===== src/rtl/clock_pkg.sv =====
// Shared types and default timing for the HH:MM:SS clock set controller.
// All timing constants are expressed in ticks of the TICK_HZ enable.
package clock_pkg;

  typedef enum logic [1:0] {
    RUN      = 2'd0,
    SET_HOUR = 2'd1,
    SET_MIN  = 2'd2,
    SET_SEC  = 2'd3
  } clk_mode_t;

  localparam int TICK_HZ_DEF    = 100;
  localparam int REPEAT_DLY_DEF = TICK_HZ_DEF / 2;
  localparam int REPEAT_PER_DEF = TICK_HZ_DEF / 10;
  localparam int BLINK_HALF_DEF = TICK_HZ_DEF / 2;
  localparam int TIMEOUT_DEF    = TICK_HZ_DEF * 10;

  function automatic clk_mode_t next_mode(
    input clk_mode_t m
  );
    clk_mode_t n;
    unique case (m)
      RUN:      n = SET_HOUR;
      SET_HOUR: n = SET_MIN;
      SET_MIN:  n = SET_SEC;
      SET_SEC:  n = RUN;
      default:  n = RUN;
    endcase
    return n;
  endfunction

endpackage


===== src/rtl/clock_set_ctrl_key_repeat.sv =====
// Edge detect plus hold-delay / period auto-repeat for one debounced button.
// A level held through reset release never yields an edge.
module key_repeat #(
  parameter int DLY = 50,
  parameter int PER = 10
) (
  input  logic clk,
  input  logic rst,
  input  logic tick,
  input  logic btn,
  input  logic en,
  input  logic clr,
  output logic press,
  output logic rep
);

  localparam int MAXP = (DLY > PER) ? DLY : PER;
  localparam int W = $clog2(MAXP + 1);
  localparam logic [W-1:0] DLY_M1 = W'(DLY - 1);
  localparam logic [W-1:0] PER_M1 = W'(PER - 1);

  logic         b_q;
  logic         b_p;
  logic         q_vld;
  logic         p_vld;
  logic         active;
  logic         rep_ph;
  logic [W-1:0] cnt;
  logic         lim_hit;

  // p_vld masks the first post-reset sample pair
  assign press   = b_q & ~b_p & p_vld;
  assign lim_hit = cnt == (rep_ph ? PER_M1 : DLY_M1);
  assign rep     = en & b_q & active & tick
                 & lim_hit & ~press;

  always_ff @(posedge clk or posedge rst) begin
    if (rst) begin
      b_q    <= 1'b0;
      b_p    <= 1'b0;
      q_vld  <= 1'b0;
      p_vld  <= 1'b0;
      active <= 1'b0;
      rep_ph <= 1'b0;
      cnt    <= '0;
    end else begin
      b_q   <= btn;
      b_p   <= b_q;
      q_vld <= 1'b1;
      p_vld <= q_vld;
      if (clr || !en || !b_q) begin
        active <= 1'b0;
        rep_ph <= 1'b0;
        cnt    <= '0;
      end else if (press) begin
        active <= 1'b1;
        rep_ph <= 1'b0;
        cnt    <= '0;
      end else if (active && tick) begin
        if (lim_hit) begin
          rep_ph <= 1'b1;
          cnt    <= '0;
        end else begin
          cnt <= cnt + 1'b1;
        end
      end
    end
  end

endmodule


===== src/rtl/clock_set_ctrl.sv =====
// Run / time-set mode controller: gates the 1 Hz enable, issues set pulses,
// drives field blink blanking and falls back to RUN after an idle timeout.
module clock_set_ctrl
  import clock_pkg::*;
#(
  parameter int REPEAT_DLY = REPEAT_DLY_DEF,
  parameter int REPEAT_PER = REPEAT_PER_DEF,
  parameter int BLINK_HALF = BLINK_HALF_DEF,
  parameter int TIMEOUT    = TIMEOUT_DEF
) (
  input  logic       clk,
  input  logic       rst,
  input  logic       tick,
  input  logic       cen_1hz,
  input  logic       btn_mode,
  input  logic       btn_set,
  output logic       sec_cen,
  output logic       min_inc,
  output logic       hour_inc,
  output logic       sec_clr,
  output logic [1:0] mode,
  output logic       blank_hour,
  output logic       blank_min,
  output logic       blank_sec
);

  localparam int IW = $clog2(TIMEOUT + 1);
  localparam int BW = $clog2(BLINK_HALF + 1);
  localparam logic [IW-1:0] TO_M1 = IW'(TIMEOUT - 1);
  localparam logic [BW-1:0] BH_M1 = BW'(BLINK_HALF - 1);

  clk_mode_t     state;
  logic [IW-1:0] idle;
  logic [BW-1:0] bcnt;
  logic          phase;

  logic mode_edge;
  logic mode_rep;
  logic set_edge;
  logic set_rep;
  logic mode_press;
  logic set_press;
  logic set_pulse;
  logic in_set;
  logic rep_en;
  logic timeout_hit;
  logic state_chg;

  key_repeat #(
    .DLY(REPEAT_DLY),
    .PER(REPEAT_PER)
  ) u_mode_key (
    .clk   (clk),
    .rst   (rst),
    .tick  (tick),
    .btn   (btn_mode),
    .en    (1'b0),
    .clr   (1'b0),
    .press (mode_edge),
    .rep   (mode_rep)
  );

  key_repeat #(
    .DLY(REPEAT_DLY),
    .PER(REPEAT_PER)
  ) u_set_key (
    .clk   (clk),
    .rst   (rst),
    .tick  (tick),
    .btn   (btn_set),
    .en    (rep_en),
    .clr   (state_chg),
    .press (set_edge),
    .rep   (set_rep)
  );

  assign in_set     = state != RUN;
  assign rep_en     = (state == SET_HOUR)
                    | (state == SET_MIN);
  assign mode_press = mode_edge | mode_rep;
  // mode wins over a coincident set edge
  assign set_press  = set_edge & ~mode_press;
  assign set_pulse  = set_press
                    | (set_rep & ~mode_press);

  assign timeout_hit = in_set & tick
                     & ~mode_press & ~set_edge
                     & (idle == TO_M1);
  assign state_chg   = mode_press | timeout_hit;

  assign sec_cen    = cen_1hz & (state == RUN);
  assign mode       = state;
  assign blank_hour = phase & (state == SET_HOUR);
  assign blank_min  = phase & (state == SET_MIN);
  assign blank_sec  = phase & (state == SET_SEC);

  always_ff @(posedge clk or posedge rst) begin
    if (rst) begin
      state    <= RUN;
      hour_inc <= 1'b0;
      min_inc  <= 1'b0;
      sec_clr  <= 1'b0;
      idle     <= '0;
      bcnt     <= '0;
      phase    <= 1'b0;
    end else begin
      hour_inc <= set_pulse & (state == SET_HOUR);
      min_inc  <= set_pulse & (state == SET_MIN);
      sec_clr  <= set_press & (state == SET_SEC);

      if (mode_press)
        state <= next_mode(state);
      else if (timeout_hit)
        state <= RUN;

      if (!in_set || mode_press
          || set_edge || timeout_hit)
        idle <= '0;
      else if (tick)
        idle <= idle + 1'b1;

      // restart blink visible on entry and on every set pulse
      if (!in_set || state_chg || set_pulse) begin
        phase <= 1'b0;
        bcnt  <= '0;
      end else if (tick) begin
        if (bcnt == BH_M1) begin
          phase <= ~phase;
          bcnt  <= '0;
        end else begin
          bcnt <= bcnt + 1'b1;
        end
      end
    end
  end

endmodule


===== config.mk =====
export PLATFORM = sky130hd
export DESIGN_NAME = clock_set_ctrl
export DESIGN_NICKNAME = d
export VERILOG_FILES = /design/src/rtl/clock_pkg.sv /design/src/rtl/clock_set_ctrl_key_repeat.sv /design/src/rtl/clock_set_ctrl.sv
export SDC_FILE = /design/constraint.sdc
export NUM_CORES = 1
export LEC_CHECK = 0
export ABC_AREA = 1
export CORE_MARGIN = 5
export CORE_UTILIZATION = 58
export DETAILED_ROUTE_END_ITERATION = 16
export PLACE_DENSITY = 0.79
export REMOVE_ABC_BUFFERS = 1
export SETUP_SLACK_MARGIN = 0.4
export SLEW_MARGIN = 20
export SYNTH_ARGS = -nofsm -noshare
export SYNTH_HDL_FRONTEND = slang
export SYNTH_SLANG_ARGS = --single-unit

===== constraint.sdc =====
create_clock -name clk -period 2 [get_ports clk]
set_clock_uncertainty 0.15 [all_clocks]
set_input_delay 0.2 -clock clk [delete_from_list [all_inputs] [get_ports clk]]
set_output_delay 0.2 -clock clk [all_outputs]
set_load 0.02 [all_outputs]

==> results of run 1 <==
tightest hold or removal path: stages:
cell and delay, ps:
clkdlybuf4s50_1 400, inv_1 50, buf_4 400
report_power, final:
part	leakage, nW	total [mW]	switching (mW)	internal [mW]
clock	0.0515	0.568	0.237	0.332
sequential	0.480	0.858	0.0629	0.795
combinational	0.835	1.08	0.592	0.483
total	1.37	2.50	0.891	1.61
per-stage QoR:
stage / util, % / instance area [um2] / power, mW / worst slack (ps) / instances
after detailed placement: 68.33 / 2316 / 1.589 / 178.0 / 317
after floorplan: - / 2066 / 1.383 / 238.3 / 250
after global routing: 80.47 / 2728 / 2.639 / 233.9 / 346
after global placement: 68.33 / 2316 / 1.577 / 226.8 / 317
after CTS: 76.52 / 2594 / 2.374 / 294.7 / 336
final: 80.47 / 2728 / 2.501 / 320.4 / 346
cells by family after synthesis:
group | count (synthesis)
buf+inv | 37
xor+xnor | 12
flops | 36
compound gates | 14
other cells | 1
simple gates | 142
fa+ha+maj | 9
registers in the layout (all words and copies together) (netlist names):
| signal | cells |
|---|---|
| u_mode_key.p_vld | 1 |
| min_inc | 1 |
| u_set_key.active | 1 |
| mode | 2 |
| u_mode_key.b_p | 1 |
| hour_inc | 1 |
| u_set_key.rep_ph | 1 |
| u_set_key.b_q | 1 |
| phase | 1 |
| u_mode_key.b_q | 1 |
| idle | 10 |
| bcnt | 6 |
| u_mode_key.q_vld | 1 |
| sec_clr | 1 |
| u_set_key.b_p | 1 |
| u_set_key.cnt | 6 |
cells in the final DEF, fill, tap and decap left out, types with 5 or more instances in the layout:
cell type	Yosys	layout
nand2_1	57	48
dfrtp_1	36	34
inv_1	34	30
nor2_1	34	28
buf_4	1	25
nand3_1	24	16
nand2_2	4	13
xor2_1	8	8
nand3_2	0	7
nor2_4	4	6
buf_6	0	6
ha_1	9	5
clkbuf_4	0	5
clkdlybuf4s50_1	0	5
dlygate4sd2_1	0	5
path summary, 6_finish.rpt:
path                       slack (ps)              from          endpoint
max                               320           mode[1]           bcnt[2]
min                               100               rst           idle[2]
max reg2reg                       320           mode[1]           bcnt[2]
min reg2reg                       210  u_mode_key.q_vld  u_mode_key.p_vld
max in group asynchronous        1260               rst           bcnt[0]
min in group clk                  140           btn_set     u_set_key.b_q
what timing repair did:
action                     in CTS  in global routing
pin swaps                      20                  9
buffers inserted               11                 10
gates cloned                    0                  0
resized for setup              57                 21
setup endpoints to repair      36                 30
metal layers:
| layer | vias up | routed length (um) | track usage [%] |
|---|---|---|---|
| met4 | 0 | 104 | 7.660 |
| met1 | 820 | 2012 | 23.84 |
| met2 | 50 | 2288 | 32.53 |
| li1 | 882 | - | - |
| met3 | 12 | 267 | 5.942 |
| met5 | - | 0 | 0 |
layout make-up:
class,instances,area [um2]
fill,195,661.9
timing repair buffer,42,354.1
multi-input combinational,178,1172
clock buffer,7,65.06
tap,46,57.56
sequential,36,903.4
inverter,36,145.1
clock inverter,1,30.03
==> metrics.txt, run 1 <==
Max stage delay cell, worst path=dfrtp_1; pwr dens=~920 mW/mm2; drt pass-1 iters=4; Tcrit/Tclk final=between 80% and 90%; CP cell instances=inv_2, ha_4, buf_6, nor2_8, nand2_2, nor2_4, nand2_4, inv_8, nand2_2, nand2_1; Final Hold Viols=0; GRT Total Usage=about a fifth; Worst EP arrival=1810 ps; critical path class=reg -> reg; Die Ht=69.79 um; Starting Density=about three fifths; Max Slew Vio Count=0; post-synthesis mux area share=0%; synth top area cells=dfrtp_1 43%, nand2_1 10%, inv_1 6.2%, nor2_1 6.2%, nand3_1 5.8%; Die ar.=about 0.005 mm2; Worst Path Max Fanout=8; pin count of the biggest net entering global routing=37; Clock Pin Slew Worst Setup and Hold Paths=approximately 110 ps; first-pass GRT wire length=between 7 and 8 mm; outcome=completed; Seq/Total Area, Yosys=a little over two fifths; via count=between 1.5k and 2k; Congestion Overflow GR=0; predominant post-synthesis flop cell=dfrtp_1; post-synthesis adder-cell area fraction=between 5 and 6%; crit end category=flop; RSZ-0062 raised after global routing=yes; f_max=roughly 0.60 GHz; Core Rows=21; HPWL after DPL=2.828 mm; cell with the most instances after synthesis=nand2_1; CTS Hold Buffers Added=0; Synth area leader=dfrtp_1; Synth Instances=roughly 250; largest family of logic cells by synthesized area=simple AND/OR/NAND/NOR gates; ys async rst share=100.0%; Levels on crit path=10; Max VDD drop=between 400 and 500 uV; Startpoint Class=flop; worst hold path class=in -> async; Critical Path Most Common Cell=nand2_2; Max clock buf depth=2; H-tree levels=2; cell area after synthesis=slightly above 0.002 mm2; Setup TNS=0 ps; post-synth cell types=29; WHS=103.7 ps; fraction of the mapped netlist area in simple logic gates=around a third; CTS Buf Count=5; CP required=roughly 2100 ps; diodes inserted=0; worst skew pair latency=around 350 ps; Initial DRC Count=about 170; syn_area_per_cell=8.260 um2; core box area=approximately 0.0034 mm2; leakage power=1.367 nW; Post-synth EDFFs=0; vias in the first global route=1669; synthesis-to-layout area growth=31.56%; Top delay family on crit path=simple AND/OR/NAND/NOR gates; Ys Warns=0; DR DRC count=0; Via-to-Cell Ratio=roughly 5; DRT antenna net count=0; DRT Wirelength=roughly 4.7 mm; critical path buffer and inverter count=3; reg2reg path depth=10; final-report setup violation count=0; max_cap viols=0; share of cells above drive strength 1=33.33%; top cells by count, synth=57 x nand2_1, 36 x dfrtp_1, 34 x inv_1, 34 x nor2_1, 24 x nand3_1; top-level I/O count=15; Avg WL per Cell=about 14 um; PortBufs=14; Clock Sinks=36; CP peak stage delay=between 400 and 500 ps; Final GP Congestion=0.8620; Net count, final=between 300 and 400; min cycle time layout=1680 ps; Die W=69.79 um; post-synthesis compound-gate area fraction=about 3.7%; Synth top area share=43.45%; synthesized flop and latch total=36; CTS tree=built; initial antenna violation count=0; root buf cell=clkbuf_4; Post-Synth XOR/XNOR Area=5.069%
(Power assumes the default switching activity.)
==> run 2, diff against run 1 <==
Clock period 2 ns to 1.7 ns, I/O delays scaled along.
==> metrics.txt, run 2 (same netlist as run 1, synthesis figures left out) <==
top-level I/O count=15 (unchanged); f_max=0.5905 GHz (-0.82%); outcome=completed; R2R setup slack=6 ps (-310 ps); Die ar.=0.004870 mm2 (unchanged); Setup TNS=0 ps (unchanged); CTS Buf Count=5 (unchanged); filler cell count in the final layout=194 (-0.51%); Net count, final=315 (+0.32%); Finished Core Util=81.54% (+1.1 points); Via-to-Cell Ratio=5.193 (+1.9%); Avg WL per Cell=14.08 um (+4.3%); DRT Wirelength=4.886 mm (+4.6%); worst skew pair latency=340 ps (about the same); Largest Register=idle; share of cells above drive strength 1=36.21% (+2.9 points); Clock Pin Slew Worst Setup and Hold Paths=110 ps (about the same); Initial DRC Count=135 (-21%); RR Endpoint=idle[9]; max_cap viols=0 (unchanged); crit end category=flop; PnR worst setup slack=6.428 ps (-313.9 ps); Max Slew Vio Count=0 (unchanged); pin count of the biggest net entering global routing=37 (unchanged); Final Hold Viols=0 (unchanged); diodes inserted=0 (unchanged); dpl ws=-84.64 ps (-262.6 ps); Die W=69.79 um (unchanged); dpl cells=328 (+3.5%); Worst EP arrival=1790 ps (-20 ps); Die Ht=69.79 um (unchanged); DRT antenna net count=0 (unchanged); Max clock buf depth=2 (unchanged); Final Total Pwr=2.965 mW (+19%); commonest cells after routing, fill and taps aside=50 x nand2_1, 34 x dfrtp_1, 26 x inv_1; drt pass-1 iters=4 (unchanged); CTS tree=built; Startpoint Class=flop; most common cell after layout, fill and taps aside=nand2_1; Non-Filler Instances=347 (+0.29%); critical path class=reg -> reg; Starting Density=61.17% (unchanged); core box area=0.003390 mm2 (unchanged); GRT Total Usage=19.80% (+0.15 points); pwr dens=1073 mW/mm2 (+17%); final-report setup violation count=0 (unchanged); synthesis-to-layout area growth=33.31%; Critical R2R Launch=idle[1]; Regs by FF count=idle: 10 flops, bcnt: 6 flops, u_set_key.cnt: 6 flops; Clock Sinks=36 (unchanged); CP required=1790 ps (-340 ps); min cycle time layout=1694 ps (+13.95 ps); vias in the first global route=1711 (+2.5%); Congestion Overflow GR=0 (unchanged); Tcrit/Tclk final=99.62% (+16 points); via count=1802 (+2.2%); reg2reg path depth=9 (-1); first-pass GRT wire length=7.817 mm (+1.3%); RSZ-0062 raised after global routing=yes; Max VDD drop=709.3 uV (+65%); initial antenna violation count=0 (unchanged); PortBufs=14 (unchanged); HPWL after DPL=3.040 mm (+7.5%); Worst Path Max Fanout=3 (-5); DR DRC count=0 (unchanged); Critical Path Source=idle[1]; root buf cell=clkbuf_4; Largest register FFs=10 (unchanged); Final GP Congestion=0.8852 (+2.7%); leakage power=1.373 nW (+0.44%); worst hold path class=in -> async; H-tree levels=2 (unchanged); Core Rows=21 (unchanged)
[run 2: cell count changes in the layout (fill, tap and decap cells not counted), sizes merged]
cell,delta
buf,+6
dlygate4sd2,-5
bufinv,-1
clkbuf,+1
[run 2: worst max-delay path by stage]
| stage | endpoint | cells after the start |
|---|---|---|
| floorplan | bcnt[3] | 9 |
| global placement | idle[5] | 9 |
| detailed placement | idle[5] | 9 |
| CTS | u_set_key.cnt[1] | 9 |
| global route | idle[9] | 9 |
| finish | idle[9] | 9 |
[run 2: area by class of cell]
cell class	instances	area, um2	share of cell area, %
clock buffer	8	58.81	2.128
inverter	36	142.6	5.161
multi-input combinational	178	1200	43.41
sequential	36	903.4	32.68
tap	46	57.56	2.082
timing repair buffer	43	401.6	14.53
[run 2: report_power, final]
group          leakage [nW]  internal, mW  total [mW]  switching (mW)
Sequential            0.480         0.933        1.02          0.0846
Combinational         0.861         0.697        1.46           0.767
Clock                0.0326         0.204       0.483           0.279
[run 2: per-stage QoR]
step	area, um2	hold slack, ps
global route	2764	11.83
floorplan	2066	51.43
finish	2764	11.60
global placement	2424	182.3
detailed placement	2424	184.7
CTS	2624	15.90
[run 2: critical path, stage by stage, from the launching register on]
cell and delay [ps]:
dfrtp_1 440, buf_6 120, buf_4 120, nand2_1 80
nor3_2 190, nand3_1 140, xor2_1 200, nor2_2 50
nand2_1 50, nand2_1 50
[run 2: what timing repair did]
action / CTS / global route
pin swaps: 16 / 10
gates resized for setup: 75 / 35
endpoints found under the setup margin: 38 / 37
hold buffers: 0 / 0
setup buffers: 4 / 7
endpoints found under the hold margin: 0 / 0
[run 2: layer usage]
metal	vias to the layer above	share of wire (%)	GRT usage, %
met5	-	0	0
met4	0	1.2	6.383
met3	6	6.1	4.783
met2	51	52	32.74
met1	862	41	25.41
li1	883	-	-
==> run 3, diff against run 2 <==
Settings changed: CORE_MARGIN 5 to 10, CORE_UTILIZATION 58 to 43, PLACE_DENSITY 0.79 to default.
==> metrics.txt, run 3 (same netlist as run 1, synthesis figures left out) <==
outcome=completed; switching part of the total=36.23% (-1.9 points); PnR worst setup slack=92.55 ps (+86.12 ps); Worst Path Max Fanout=4 (+1); via count=1687 (-6.4%); Net count, final=314 (-0.32%); top-level I/O count=15 (unchanged); HPWL after DPL=2.941 mm (-3.2%); Die ar.=0.007999 mm2 (+64%); PortBufs=14 (unchanged); CP required=1730 ps (-60 ps); Largest register FFs=10 (unchanged); CTS tree=built; root buf cell=clkbuf_8; worst hold path class=in -> async; Final Hold Viols=0 (unchanged); R2R setup slack=90 ps (+90 ps); clock share of power=21.9% (+5.6 points); register share of total power=35.1% (+0.8 points); Final Total Pwr=2.849 mW (-3.9%); DRT Wirelength=4.212 mm (-14%); Startpoint Class=flop; vias in the first global route=1646 (-3.8%); combinational share of power=43.0% (-6.4 points); crit end category=flop; dpl ws=-72.50 ps (+12.15 ps); leakage power=1.394 nW (+1.5%); DR DRC count=0 (unchanged); diodes inserted=0 (unchanged); Final GP Congestion=0.8589 (-3.0%); drt pass-1 iters=4 (unchanged); Initial DRC Count=66 (-51%); Int Pwr=1.817 mW (-0.93%); commonest cells after routing, fill and taps aside=49 x nand2_1, 35 x dfrtp_1, 27 x inv_1, 27 x nor2_1, 27 x buf_4; GRT Total Usage=11.63% (-8.2 points); RSZ-0062 raised after global routing=yes; Clock Sinks=36 (unchanged); Avg WL per Cell=11.90 um (-15%); min cycle time layout=1607 ps (-86.12 ps); final-report setup violation count=0 (unchanged); Core Rows=25 (+19%); CTS Buf Count=5 (unchanged); Die Ht=89.44 um (+28%); f_max=0.6221 GHz (+5.4%); first-pass GRT wire length=7.403 mm (-5.3%); pin count of the biggest net entering global routing=37 (unchanged); Max clock buf depth=2 (unchanged); Largest Register=idle; Starting Density=44.19% (-17 points); critical path class=reg -> reg; Tcrit/Tclk final=94.56% (-5.1 points); most common cell after layout, fill and taps aside=nand2_1; synthesis-to-layout area growth=34.10%; worst skew pair latency=280 ps (-60 ps); max_cap viols=0 (unchanged); Psw=1.032 mW (-8.7%); Max Slew Vio Count=0 (unchanged); Worst EP arrival=1640 ps (-150 ps); share of cells above drive strength 1=34.67% (-1.5 points); Regs by FF count=idle: 10 flops, bcnt: 6 flops, u_set_key.cnt: 6 flops; Die W=89.44 um (+28%); pwr dens=1025 mW/mm2 (-4.5%); Max VDD drop=476.0 uV (-33%); initial antenna violation count=0 (unchanged); Setup TNS=0 ps (unchanged); core box area=0.004692 mm2 (+38%); Via-to-Cell Ratio=4.766 (-8.2%); DRT antenna net count=0 (unchanged); Congestion Overflow GR=0 (unchanged); Clock Pin Slew Worst Setup and Hold Paths=70 ps (-40 ps); H-tree levels=2 (unchanged)
run 3: per-stage QoR:
step | area, um2 | hold slack (ps) | utilization (%) | cells
2_1_floorplan | 2066 | 51.43 | - | 250
3_3_place_gp | 2421 | 185.7 | 51.60 | 336
3_5_place_dp | 2421 | 185.8 | 51.60 | 336
4_1_cts | 2620 | 85.82 | 55.84 | 351
5_1_grt | 2780 | 139.5 | 59.25 | 354
6_report | 2780 | 73.30 | 59.25 | 354
run 3: worst max-delay path, stage by stage (launching register included):
cell     delay (ps)
dfrtp_1         370
inv_2            60
ha_4            160
buf_6           120
nor2_8          100
nand2_4          60
nor2_4          160
nand2_4         110
a21oi_2         140
nor2_1           50
run 3: repair_timing:
item,4_1_cts,5_1_grt
pin swaps,19,15
endpoints found under the setup margin,38,36
setup buffers,7,3
hold buffers,0,0
endpoints found under the hold margin,0,0
resized for setup,56,41
run 3: final timing paths:
kind                                       start          endpoint  depth (start not counted)
worst max-delay path                     mode[0]           idle[5]                          9
worst min-delay path                         rst  u_set_key.cnt[2]                          3
worst max register to register           mode[0]           idle[5]                          9
worst min register to register  u_mode_key.q_vld  u_mode_key.p_vld                          0
max in group asynchronous                    rst     u_set_key.b_q                          3
min in group clk                         btn_set     u_set_key.b_q                          1
run 3: area by class of cell:
type	count	area [um2]
Timing Repair Buffer	42	371.6
Multi-Input combinational cell	178	1204
Clock buffer	8	90.09
Inverter	36	145.1
Fill cell	409	1912
Tap cell	54	67.56
Sequential cell	36	902.1
run 3: routing by layer:
metal | GRT usage [%] | vias up | wire (um)
met5 | 0 | - | 0
met4 | 5.347 | 0 | 72
met3 | 2.644 | 5 | 146
met2 | 18.28 | 22 | 1991
met1 | 14.77 | 784 | 2002
li1 | - | 876 | -
run 3: power groups by stage:
| stage | Sequential [mW] | Clock (mW) | Combinational (mW) |
|---|---|---|---|
| 5_1_grt | 1.01 | 0.686 | 1.36 |
| 4_1_cts | 0.995 | 0.644 | 1.13 |
| 6_report | 1.00 | 0.623 | 1.23 |
| 3_3_place_gp | 1.01 | 0 | 1.00 |
| 3_5_place_dp | 1.01 | 0 | 0.999 |
| 2_1_floorplan | 1.05 | 0 | 0.572 |
==> patch: new RTL, config.mk and constraints of run 3 <==
Reset style: synchronous (`rst`), changed in 2 clocked blocks.
--- a/src/rtl/clock_set_ctrl_key_repeat.sv
+++ b/src/rtl/clock_set_ctrl_key_repeat.sv
@@ -34,7 +34,7 @@
   assign rep     = en & b_q & active & tick
                  & lim_hit & ~press;
 
-  always_ff @(posedge clk or posedge rst) begin
+  always_ff @(posedge clk) begin
     if (rst) begin
       b_q    <= 1'b0;
       b_p    <= 1'b0;
--- a/src/rtl/clock_set_ctrl.sv
+++ b/src/rtl/clock_set_ctrl.sv
@@ -94,7 +94,7 @@
   assign blank_min  = phase & (state == SET_MIN);
   assign blank_sec  = phase & (state == SET_SEC);
 
-  always_ff @(posedge clk or posedge rst) begin
+  always_ff @(posedge clk) begin
     if (rst) begin
       state    <= RUN;
       hour_inc <= 1'b0;
Formal check against the unedited RTL: differs if rst is asserted again (counterexample within 4 cycles, from zero or initial values and one cycle with rst high); with rst held inactive, the same outputs for 10 cycles.
==> patch against run 3 <==
- first-iteration DRC count decreased by 18%
- setup slack improved by 0.11 ns
- synthesized area decreased by 12%
- final area decreased by 7.3%
- wire length decreased by 2.4%
- non-clock buffer count decreased by 2
- critical path depth decreased by 2
- sequential share of layout area decreased by 3.7 points
- via count decreased by 3.4%
- sequential cell count unchanged
- highest routed layer unchanged
Power is not compared: it rests on default switching activity, and its combinational part moved more than twofold at a synthesized area within 25%.
==> patch: results (changes against run 3) <==
- Met3 wire len: 209 um (+43%)
- Adder-Cell Fraction of Synth Area: 6.16% (+0.73 points)
- Top FF cell, synth: dfxtp_1
- Routed vias: 1,630 (-3.4%)
- Reg2Reg Depth: 7 (-2)
- Worst EP arrival: 1.56 ns (-0.08 ns)
- Max incr delay on CP: 0.39 ns (+0.02 ns)
- Total GRT Usage: 12.0% (+0.42 points)
- Worst slack, placed: -0.117 ns (-0.0449 ns)
- Sequential share of the synthesized area: 39.4% (-4.0 points)
- Ys async rst share: 0% (-100 points)
- Final nets: 305 (-2.9%)
- Commonest cells in the netlist: nor2_1 (47), nand2_1 (43), inv_1 (37)
- DRT iter0 DRCs: 54 (-18%)
- Met1 WL: 1.81 mm (-9.5%)
- Worst Setup SP: mode[0]
- Placed wire-length estimate: 2.74 mm (-6.8%)
- Unique masters post-synth: 30 (+3.4%)
- First-pass GRT wire length: 7.22 mm (-2.5%)
- Vias in the first global route: 1,652 (+0.36%)
- Fillers: 328 (-20%)
- CP max stage cell: dfxtp_4
- Layout cell share with drive strength beyond 1: 39.7% (+5.0 points)
- Synth Area in Compound Gates: 4.45% (+0.71 points)
- Hold Path Class: input port to flip-flop
- Largest net degree at the start of global routing: 11 (-70%)
- Drt total wl: 4.11 mm (-2.4%)
- Dominant cells by area after synthesis: dfxtp_1 (39%), nor2_1 (9.7%), nand2_1 (8.8%), inv_1 (7.6%), ha_1 (6.2%)
- Status: completed
==> patch: how the worst max path moves through the flow <==
stage | end | cells past startpoint
global route | hour_inc | 11
CTS | blank_min | 5
floorplan | idle[7] | 7
global placement | u_set_key.cnt[1] | 8
finish | idle[7] | 7
detailed placement | u_set_key.cnt[1] | 8
==> patch: final cells by class <==
class / count / area (um^2) / area share, %
multi-input cells: 166 / 1180 / 45.8
flip-flops and latches: 36 / 739 / 28.7
repair buffers: 40 / 353 / 13.7
inverters: 41 / 165 / 6.41
clock buffers: 6 / 72.6 / 2.82
well taps: 50 / 62.6 / 2.43
clock inverters: 1 / 5.00 / 0.194
==> patch: power breakdown <==
part,internal [mW],switching [mW],leakage (nW)
clock,0.278,0.287,0.0410
combinational,0.0495,0.0559,0.691
sequential,0.846,0.00802,0.296
==> patch: critical path: cells and delay by family (launching register included) <==
| family | cells | cell delay, ns |
|---|---|---|
| and+or+nand+nor | 4 | 0.60 |
| DFF | 1 | 0.39 |
| adders and majority gates | 1 | 0.17 |
| buffers and inverters | 2 | 0.12 |
==> patch: per-stage QoR <==
stage	std cells	hold slack, ns	util (%)	instance area (um^2)	TNS [ns]
global placement	320	0.246	52.2	2120	-0.865
finish	340	0.244	63.5	2580	0
CTS	338	0.236	59.6	2420	0
detailed placement	320	0.246	52.2	2120	-1.77
global route	340	0.263	63.5	2580	0
floorplan	242	0.0891	-	1810	0
==> patch: what timing repair did <==
action	4_1_cts	5_1_grt
gates cloned	1	0
pin swaps	18	7
resized for setup	75	46
buffers inserted	10	2
setup endpoints to repair	38	36
==> patch: layer usage <==
layer	vias to the layer above	track usage, %
met5	-	0
li1	848	-
met3	8	4.11
met2	30	20.4
met4	0	5.09
met1	744	13.4
